<file path="config.mk">
export PLATFORM = sky130hd
export DESIGN_NAME = profile_counter_bank_ci_flat
export DESIGN_NICKNAME = d
export VERILOG_FILES = /design/src/rtl/profile_ci_pkg.sv /design/src/rtl/profile_counter_bank_ci_if.sv /design/src/rtl/profile_event_counter.sv /design/src/rtl/profile_counter_bank_ci.sv /design/src/flat_wrapper.sv
export SDC_FILE = /design/constraint.sdc
export NUM_CORES = 1
export LEC_CHECK = 0
export CAP_MARGIN = 0
export CORE_AREA = 2 2 115 229
export CTS_BUF_LIST = sky130_fd_sc_hd__clkbuf_4
export CTS_CLUSTER_SIZE = 24
export DETAILED_ROUTE_END_ITERATION = 10
export DIE_AREA = 0 0 117 231
export DONT_BUFFER_PORTS = 1
export HOLD_SLACK_MARGIN = 0.08
export PLACE_DENSITY = 0.66
export SYNTH_ARGS = -nofsm -noshare
export SYNTH_HDL_FRONTEND = slang
export SYNTH_SLANG_ARGS = --single-unit
export TNS_END_PERCENT = 5
</file>
<file path="constraint.sdc">
create_clock -name clock -period 3.6 [get_ports clock]
set_input_delay 0.36 -clock clock [delete_from_list [all_inputs] [get_ports clock]]
set_output_delay 0.36 -clock clock [all_outputs]
set_load 0.005 [all_outputs]
</file>
<file path="src/rtl/profile_ci_pkg.sv">
// Opcodes, command field offsets and STATUS layout shared by the
// profile_counter_bank_ci custom-instruction profiling unit.
package profile_ci_pkg;

  localparam logic [3:0] OP_READ_LO = 4'd0;
  localparam logic [3:0] OP_READ_HI = 4'd1;
  localparam logic [3:0] OP_CONTROL = 4'd2;
  localparam logic [3:0] OP_SELECT  = 4'd3;
  localparam logic [3:0] OP_STATUS  = 4'd4;

  // valueA layout
  localparam int OPCODE_LSB = 4;
  localparam int IDX_LSB    = 0;

  // CONTROL operand (valueB) fields, one bit per counter
  localparam int CTRL_SET_LSB  = 0;
  localparam int CTRL_CLR_LSB  = 8;
  localparam int CTRL_ZERO_LSB = 16;

  // STATUS result fields
  localparam int STAT_EN_LSB  = 0;
  localparam int STAT_OVF_LSB = 8;
  localparam int STAT_NUM_LSB = 16;

  typedef struct packed {
    logic       accept;
    logic [3:0] opcode;
    logic [2:0] idx;
    logic       idx_ok;
  } cmd_t;

  function automatic int sel_width(input int num_events);
    return (num_events > 1) ? $clog2(num_events) : 1;
  endfunction

endpackage

</file>
<file path="src/rtl/profile_counter_bank_ci_if.sv">
// Custom-instruction bus between the CPU (master) and the profiling unit (slave).
interface profile_counter_bank_ci_if;
  // start is a one-cycle strobe with no back-pressure; the slave answers a
  // command whose ciN matches its id with done=1 exactly one cycle later,
  // result being meaningful only while done=1 (0 otherwise).
  logic        start;
  logic [7:0]  ciN;
  logic [31:0] valueA;
  logic [31:0] valueB;
  logic        done;
  logic [31:0] result;

  modport master (
    output start, ciN, valueA, valueB,
    input  done, result
  );

  modport slave (
    input  start, ciN, valueA, valueB,
    output done, result
  );
endinterface

</file>
<file path="src/rtl/profile_event_counter.sv">
// One profiling counter: event mux, enable, synchronous zero, wrap and, when
// PROFILE_CI_OVERFLOW_EN is defined, a sticky overflow flag.
module profile_event_counter
  import profile_ci_pkg::*;
#(
  parameter int W          = 32,
  parameter int NUM_EVENTS = 4,
  parameter int SEL_W      = 2
) (
  input  logic                  clock,
  input  logic                  reset,
  input  logic                  en,
  input  logic                  zero,
  input  logic [SEL_W-1:0]      sel,
  input  logic [NUM_EVENTS-1:0] events,
  output logic [W-1:0]          cnt,
  output logic                  ovf
);

  logic         ev;
  logic         hit;
  logic [W-1:0] cnt_q;

  // Select codes past the last event fall back to events[0].
  always_comb begin
    ev = events[0];
    for (int e = 0; e < NUM_EVENTS; e++) begin
      if (sel == SEL_W'(e)) ev = events[e];
    end
  end

  assign hit = en && ev;

  always_ff @(posedge clock or negedge reset) begin
    if (!reset) begin
      cnt_q <= '0;
    end else if (zero) begin
      cnt_q <= '0;
    end else if (hit) begin
      cnt_q <= cnt_q + W'(1);
    end
  end

  assign cnt = cnt_q;

`ifdef PROFILE_CI_OVERFLOW_EN
  logic wrap;
  logic ovf_q;

  assign wrap = hit && (cnt_q == '1);

  always_ff @(posedge clock or negedge reset) begin
    if (!reset) begin
      ovf_q <= 1'b0;
    end else if (zero) begin
      ovf_q <= 1'b0;
    end else if (wrap) begin
      ovf_q <= 1'b1;
    end
  end

  assign ovf = ovf_q;
`else
  assign ovf = 1'b0;
`endif

endmodule

</file>
<file path="src/rtl/profile_counter_bank_ci.sv">
// Custom-instruction profiling unit: NUM_COUNTERS event counters controlled and
// read over the CI bus. Optional sticky overflow flags: PROFILE_CI_OVERFLOW_EN.
module profile_counter_bank_ci
  import profile_ci_pkg::*;
#(
  parameter logic [7:0] customId      = 8'h17,
  parameter int         NUM_COUNTERS  = 4,
  parameter int         COUNTER_WIDTH = 32,
  parameter int         NUM_EVENTS    = 4
) (
  input  logic                    clock,
  input  logic                    reset,
  input  logic [NUM_EVENTS-1:0]   events,
  profile_counter_bank_ci_if.slave bus
);

  localparam int N     = NUM_COUNTERS;
  localparam int SEL_W = sel_width(NUM_EVENTS);

  cmd_t                     cmd;
  logic                     ctrl_fire;
  logic [N-1:0]             set_m;
  logic [N-1:0]             clr_m;
  logic [N-1:0]             zero_m;
  logic [N-1:0]             en_q;
  logic [N-1:0]             en_new;
  logic [N-1:0]             en_eff;
  logic [N-1:0]             zero;
  logic [SEL_W-1:0]         sel_q [N];
  logic [COUNTER_WIDTH-1:0] cnt   [N];
  logic [N-1:0]             ovf;
  logic [63:0]              rd_cnt;
  logic [31:0]              snap_q;
  logic [31:0]              res_next;
  logic                     done_q;
  logic [31:0]              result_q;
  logic                     unused_bits;

  always_comb begin
    cmd.accept = bus.start && (bus.ciN == customId);
    cmd.opcode = bus.valueA[OPCODE_LSB +: 4];
    cmd.idx    = bus.valueA[IDX_LSB +: 3];
    cmd.idx_ok = int'({29'd0, cmd.idx}) < N;
  end

  assign ctrl_fire = cmd.accept && (cmd.opcode == OP_CONTROL);
  assign set_m     = bus.valueB[CTRL_SET_LSB  +: N];
  assign clr_m     = bus.valueB[CTRL_CLR_LSB  +: N];
  assign zero_m    = bus.valueB[CTRL_ZERO_LSB +: N];

  // Disable beats enable; the new mask already governs the accepting edge.
  assign en_new = (en_q | set_m) & ~clr_m;
  assign en_eff = ctrl_fire ? en_new : en_q;
  assign zero   = ctrl_fire ? zero_m : '0;

  for (genvar i = 0; i < N; i++) begin : g_cnt
    profile_event_counter #(
      .W          (COUNTER_WIDTH),
      .NUM_EVENTS (NUM_EVENTS),
      .SEL_W      (SEL_W)
    ) u_cnt (
      .clock  (clock),
      .reset  (reset),
      .en     (en_eff[i]),
      .zero   (zero[i]),
      .sel    (sel_q[i]),
      .events (events),
      .cnt    (cnt[i]),
      .ovf    (ovf[i])
    );
  end

  // Out-of-range indices match no counter and read as zero.
  always_comb begin
    rd_cnt = '0;
    for (int i = 0; i < N; i++) begin
      if (cmd.idx == 3'(i)) rd_cnt = 64'(cnt[i]);
    end
  end

  always_comb begin
    res_next = '0;
    case (cmd.opcode)
      OP_READ_LO: res_next = rd_cnt[31:0];
      OP_READ_HI: res_next = cmd.idx_ok ? snap_q : 32'd0;
      OP_CONTROL: res_next[STAT_EN_LSB +: N] = en_new;
      OP_STATUS: begin
        res_next[STAT_EN_LSB  +: N] = en_q;
        res_next[STAT_OVF_LSB +: N] = ovf;
        res_next[STAT_NUM_LSB +: 8] = 8'(N);
      end
      default: res_next = '0;
    endcase
  end

  always_ff @(posedge clock or negedge reset) begin
    if (!reset) begin
      en_q     <= '0;
      snap_q   <= '0;
      done_q   <= 1'b0;
      result_q <= '0;
      for (int i = 0; i < N; i++) sel_q[i] <= '0;
    end else begin
      done_q   <= cmd.accept;
      result_q <= cmd.accept ? res_next : 32'd0;
      if (ctrl_fire) en_q <= en_new;
      // Upper half is frozen with the low-half read so the pair stays coherent.
      if (cmd.accept && (cmd.opcode == OP_READ_LO)) snap_q <= rd_cnt[63:32];
      for (int i = 0; i < N; i++) begin
        if (cmd.accept && (cmd.opcode == OP_SELECT) && (cmd.idx == 3'(i))) begin
          sel_q[i] <= bus.valueB[SEL_W-1:0];
        end
      end
    end
  end

  assign bus.done   = done_q;
  assign bus.result = result_q;

  assign unused_bits = ^{bus.valueA[31:8], bus.valueA[3], bus.valueB};

endmodule
</file>
<file path="src/flat_wrapper.sv">
// flat-port wrapper written by rule: the top's interface ports become plain ports
module profile_counter_bank_ci_flat import profile_ci_pkg::*;
#(
  parameter logic [7:0] customId      = 8'h17,
  parameter int         NUM_COUNTERS  = 4,
  parameter int         COUNTER_WIDTH = 32,
  parameter int         NUM_EVENTS    = 4
)
  (clock, reset, events, bus_start, bus_ciN, bus_valueA, bus_valueB, bus_done, bus_result);
  profile_counter_bank_ci_if bus_i ();
  input  logic clock;
  input  logic reset;
  input  logic [NUM_EVENTS-1:0] events;
  input wire logic [$bits(bus_i.start)-1:0] bus_start;
  input wire logic [$bits(bus_i.ciN)-1:0] bus_ciN;
  input wire logic [$bits(bus_i.valueA)-1:0] bus_valueA;
  input wire logic [$bits(bus_i.valueB)-1:0] bus_valueB;
  output wire logic [$bits(bus_i.done)-1:0] bus_done;
  output wire logic [$bits(bus_i.result)-1:0] bus_result;
  assign bus_i.start = bus_start;
  assign bus_i.ciN = bus_ciN;
  assign bus_i.valueA = bus_valueA;
  assign bus_i.valueB = bus_valueB;
  assign bus_done = bus_i.done;
  assign bus_result = bus_i.result;
  profile_counter_bank_ci #(.customId(customId), .NUM_COUNTERS(NUM_COUNTERS), .COUNTER_WIDTH(COUNTER_WIDTH), .NUM_EVENTS(NUM_EVENTS)) u_core (.clock(clock), .reset(reset), .events(events), .bus(bus_i));
endmodule
</file>
# Yosys cells after proc, flatten, opt, wreduce, memory -nomap -nowiden
# Cells that the tools add are included.
# op_classes
addsub,4
magnitude_cmp,1
reduce_logical,18
shift,0
eq_ne,20
n_mux,34
mul,0
n_bitwise,3
div_mod_pow,0
# op_table
operator,count
$mux 32,14
$add 32x1->32 const B,4
$pmux 4 s2,3
$pmux 8 s3,1
$eq 2x2->1 const B,8
$pmux 4 s4,1
$pmux 8 s2,1
$logic_and 1x1->1,12
$mux 1,12
$eq 2x1->1 const B,4
$eq 4x2->1 const B,2
$eq 8x5->1 const B,1
$mux 4,2
$reduce_bool 2->1,4
$eq 3x2->1 const B,2
$and 4x4->4,1
$eq 4x1->1 const B,1
$eq 4x3->1 const B,1
$logic_not 4->1,1
$not 4->4,1
$or 4x4->4,1
$eq 3x1->1 const B,1
$logic_not 3->1,1
$lt 3x3->1 const B,1
# totals
latch_bits,0
ram_bits,0
ff_bits,205
elab_cells,92
n_memories,0
romBits,0

# Logic depth before layout (Yosys ltp)
# logic_depth
depth_word,7
ltp_mapped,9

# Modules after synthesis
# Synthesis repeated with hierarchy kept, for this count alone.
# hier_totals
hier_cells,945
hier_area_um2,9339.0
# modules_own_cells
mod,area_each_um2,n_inst,cells_per_inst
profile_event_counter,1692.9,4,184
profile_counter_bank_ci,2567.5,1,209

# Worst setup path before layout
# No wires, ideal clock.
# synth_timing
path_kind,input -> register
start,in bus_valueA[4]
end,reg u_core.g_cnt[3].u_cnt.cnt_q[14]
n_path_buf,2
arrival_time_ps,2218
setup_time_ps,78
t_required_ps,3522
path_slack_ps,1304
stages,7
cell_sequence,nor4b_2 -> and4_4 -> buf_6 -> mux2_2 -> clkbuf_1 -> or4_1 -> a21oi_1
# synth_via
elab_chain_cells,5
word_cells_on_any_way,7
cone_classes,eq/ne: 1; mux: 3; reduce/logical: 3
# synth_lines
item,line_no,source
from (decl),flat_wrapper.sv:16,input wire logic [$bits(bus_i.valueA)-1:0] bus_valueA;
$eq 4x2->1 *,profile_counter_bank_ci.sv:46,assign ctrl_fire = cmd.accept && (cmd.opcode == OP_CONTROL);
$logic_and 1x1->1 *,profile_counter_bank_ci.sv:46,
$mux 4,profile_counter_bank_ci.sv:53,assign en_eff = ctrl_fire ? en_new : en_q;
$logic_and 1x1->1,profile_event_counter.sv:32,assign hit = en && ev;
$reduce_bool 2->1 (no source line),-,
to (signal assigned),profile_event_counter.sv:40,cnt_q <= cnt_q + W'(1);
to (decl),profile_event_counter.sv:22,logic [W-1:0] cnt_q;
# Every way passes the cells marked *; elsewhere a longest branch is shown, timed or not.
# A chain may end at the register's enable or synchronous reset.

# Worst setup path in the final report
# layout_timing
start,reg u_core.g_cnt[1].u_cnt.cnt_q[9]
end,reg u_core.g_cnt[1].u_cnt.cnt_q[27]
# layout_via
elab_chain_cells,3
# layout_lines
item,line_no,source
from (decl),profile_event_counter.sv:22,
from (signal assigned),profile_event_counter.sv:40,
$add 32x1->32,profile_event_counter.sv:40,
$mux 32,profile_event_counter.sv:39,end else if (hit) begin
$mux 32,profile_event_counter.sv:37,end else if (zero) begin
# No other way between the ends. The select of a mux whose other input is x is not followed.

==> impl_metrics.yaml <==
layout:
  nets: 1115
  design_area_mm2: 0.0107
  syn_to_final_growth_pct: 6.71
  layout-drive-gt1-share: 0.0709
global_routing:
  track_usage: 0.217
  grt_pass1_vias: 8449
  antenna_found_initial: 1
  grtUsageMet1: 0.293
  grt_pass1_wl_um: 45900
  use_met2: 0.339
  grt_util_met3: 0.0410
  grt_max_degree: 174
  gr-total-overflow: 0
  top_usage_layer: "met2"
synth:
  syn_nets: 1146
  ys_seq_elements: 173
  yosys-top-cells-count: "173 x dfrtp_1, 119 x a21oi_1, 98 x or4_1, 88 x o31ai_1, 63 x clkbuf_1"
  synth_ff_type: "dfrtp_1"
  synth_edf_count: 0
  ys_warn_count: 0
  yosys.area.top_type: "dfrtp_1"
  synth_area_leaders: "dfrtp_1 43%, or4_1 7.4%, o31ai_1 6.6%"
  ys_seq_area_frac: 0.434
  syn_avg_cell_area_um2: 9.39
  yosysMostFrequentCell: "dfrtp_1"
  synth.distinct_cells: 47
  synth_area_mm2: 0.00998
  synthArstFlopShare: 1.00
  synth_cells: 1063
  yosys.area.top_type_share: 0.434
timing:
  timing.fmax_mhz: 382
  fin_crit_ns: 2.62
  slew_headroom: 0.301
  finalMaxSlewViolations: 0
  hold_ws_ns: -0.544
  hold_viol: 173
  tightest_slew_ns: 1.05
  rsz0062_at_grt: "false"
  setup_viol: 0
  finalCritPeriodShare: 0.728
  skew_ns: 0.0170
  setup_tns_ns: 0
floorplanning:
  start_util: 0.392
  die_w_um: 117
  die-area_mm2: 0.0270
  num_io_pins: 112
  chipHeight_um: 231
  core-area_mm2: 0.0254
  rows: 83
clock_tree:
  cts_root_buf: "clkbuf_4"
  clk_pin_slew_worst_paths_ns: 0.14
  clk-insertion-delay-late_ns: 0.58
  tritoncts: "yes"
  postCtsSetupBuffers: 0
  numCtsBuffers: 17
  htree_num_levels: 4
  clock-sinks: 173
  clockBufferDepth: 2
power_and_ir_drop:
  clkPwrFrac: 0.320
  intPower_mw: 2.54
  p_leak_nw: 4.02
  seq_power_share: 0.605
  swShare: 0.268
  p_comb_frac: 0.075
  p_per_area_mw_per_mm2: 326
  vdd_drop_max_v: 0.000201
  switchingPower_uw: 932
worst_hold_path:
  hold_class: "in2async"
setup_path:
  crit_top_cell: "nand4_1"
  r2r_setup_slack_ns: 0.98
  slowest_delay_ns: 0.64
  setup.worst_path.start: "u_core.g_cnt[1].u_cnt.cnt[9]"
  critPathSlowestCell: "or4_1"
  arrival_ns: 3.12
  worstSetupEndpointType: "flip-flop"
  start_kind: "flip-flop"
  path_cells: "nand4_1 -> nor3_2 -> nand4_1 -> or4_1 -> a21oi_1"
  cp_max_fo: 14
  cp_num_buf_inv: 0
  timing.rr.start: "u_core.g_cnt[1].u_cnt.cnt[9]"
  critPathTopFamily: "simple AND/OR/NAND/NOR gates"
  crit_required_ns: 4.10
  path_class: "reg2reg"
routing:
  drc: 0
  via_count: 9056
  viasPerCell: 6.54
  dr.first_iter.drc_count: 876
  first_pass_iters: 5
  ant_nets: 0
  routedWlPerCell_um: 21.1
  wl_um: 29200
place:
  place_area_mm2: 0.0102
  numPortBuffers: 0
  dp.final_hpwl_um: 19000
  gp_congestion: 0.896
status:
  violations: "negative hold slack"
  status: "finished, violations left"
run:
  drv_cap: 0
worst register-to-register path, cell delays in order (launching register included):
cell	delay, ns
dfrtp_1	0.47
nand4_1	0.29
nor3_2	0.46
nand4_1	0.52
or4_1	0.65
a21oi_1	0.16
power by group through the flow:
stage,registers [mW],clock network (mW),logic [mW]
floorplan,2.11,0,0.198
global placement,2.13,0,0.226
detailed placement,2.14,0,0.235
CTS,2.10,1.14,0.255
global route,2.12,1.23,0.286
finish,2.10,1.11,0.262
sequential cells by signal (all words and copies together), names as in the netlist:
signal                  count
u_core.g_cnt.u_cnt.cnt    128
u_core.bus.result          32
u_core.sel_q                8
u_core.en_q                 4
u_core.bus.done             1
layout make-up:
| class | count | area, um2 |
|---|---|---|
| Inverter | 16 | 60.1 |
| Timing Repair Buffer | 31 | 273 |
| Fill cell | 2450 | 14800 |
| Multi-Input combinational cell | 793 | 5290 |
| Antenna cell | 1 | 2.50 |
| Tap cell | 340 | 425 |
| Clock inverter | 11 | 119 |
| Sequential cell | 173 | 4330 |
| Clock buffer | 20 | 150 |
repair_timing:
item | 4_1_cts | 5_1_grt
hold buffers | 14 | 2
endpoints found under the hold margin | 211 | 175
gates resized for setup | 0 | 0
worst paths after layout:
kind / to / cells past startpoint
max in group asynchronous: u_core.g_cnt[0].u_cnt.cnt[30] / 0
min in group clock: u_core.g_cnt[0].u_cnt.cnt[28] / 2
min reg2reg: u_core.g_cnt[1].u_cnt.cnt[31] / 2
min: u_core.g_cnt[3].u_cnt.cnt[11] / 0
max reg2reg: u_core.g_cnt[1].u_cnt.cnt[27] / 5
max: u_core.g_cnt[1].u_cnt.cnt[27] / 5
stage by stage:
stage	power [mW]	hold slack (ns)	worst slack, ns	std cells	utilization
5_1_grt	3.64	-0.600	0.813	1385	0.419
4_1_cts	3.50	-0.588	1.06	1382	0.418
3_3_place_gp	2.36	0.0702	0.870	1337	0.402
3_5_place_dp	2.37	0.0693	0.757	1337	0.402
6_report	3.48	-0.544	0.980	1385	0.419
2_1_floorplan	2.30	0.0644	1.30	1063	-
cells in the final DEF, fill, tap and decap left out, types with 2 or more instances in the layout:
cell type / count
nand3_1: 52
o21bai_1: 2
mux2_2: 14
and4b_1: 3
a221o_1: 2
mux2i_1: 39
o41ai_1: 3
mux4_2: 5
clkinv_2: 3
clkbuf_4: 20
nand2_1: 61
and4_1: 14
inv_1: 16
mux2i_4: 2
and2_1: 14
dfrtp_1: 173
nor3_1: 6
or2_2: 2
nand4_1: 56
bufinv_16: 2
and3_1: 25
o21ai_0: 28
nand4b_1: 2
a211oi_1: 55
buf_4: 15
o211ai_1: 8
nor3b_1: 3
ha_1: 4
clkinvlp_4: 3
or3_1: 23
dlygate4sd3_1: 16
nor2b_1: 28
or4_1: 98
o31ai_1: 88
a21oi_1: 119
nor4_1: 4
nor2_1: 19
per-layer routing:
metal | wire, um | vias to the layer above
met5 | 0 | -
met4 | 1190 | 0
met3 | 1910 | 58
met2 | 13700 | 362
met1 | 12400 | 4499
li1 | - | 4137
cells by family (layout without fill, tap and decap cells):
family	after synthesis	in the layout	synth area share
AND/OR/NAND/NOR	418	418	0.256
AO/OA/AOI/OAI	311	311	0.198
flip-flops	173	173	0.434
buffers and inverters	97	78	0.0385
multiplexers	60	60	0.0686
adder cells (fa/ha/maj)	4	4	0.00501
other	0	1	0
Note: power is estimated with default switching activity, not from simulation.
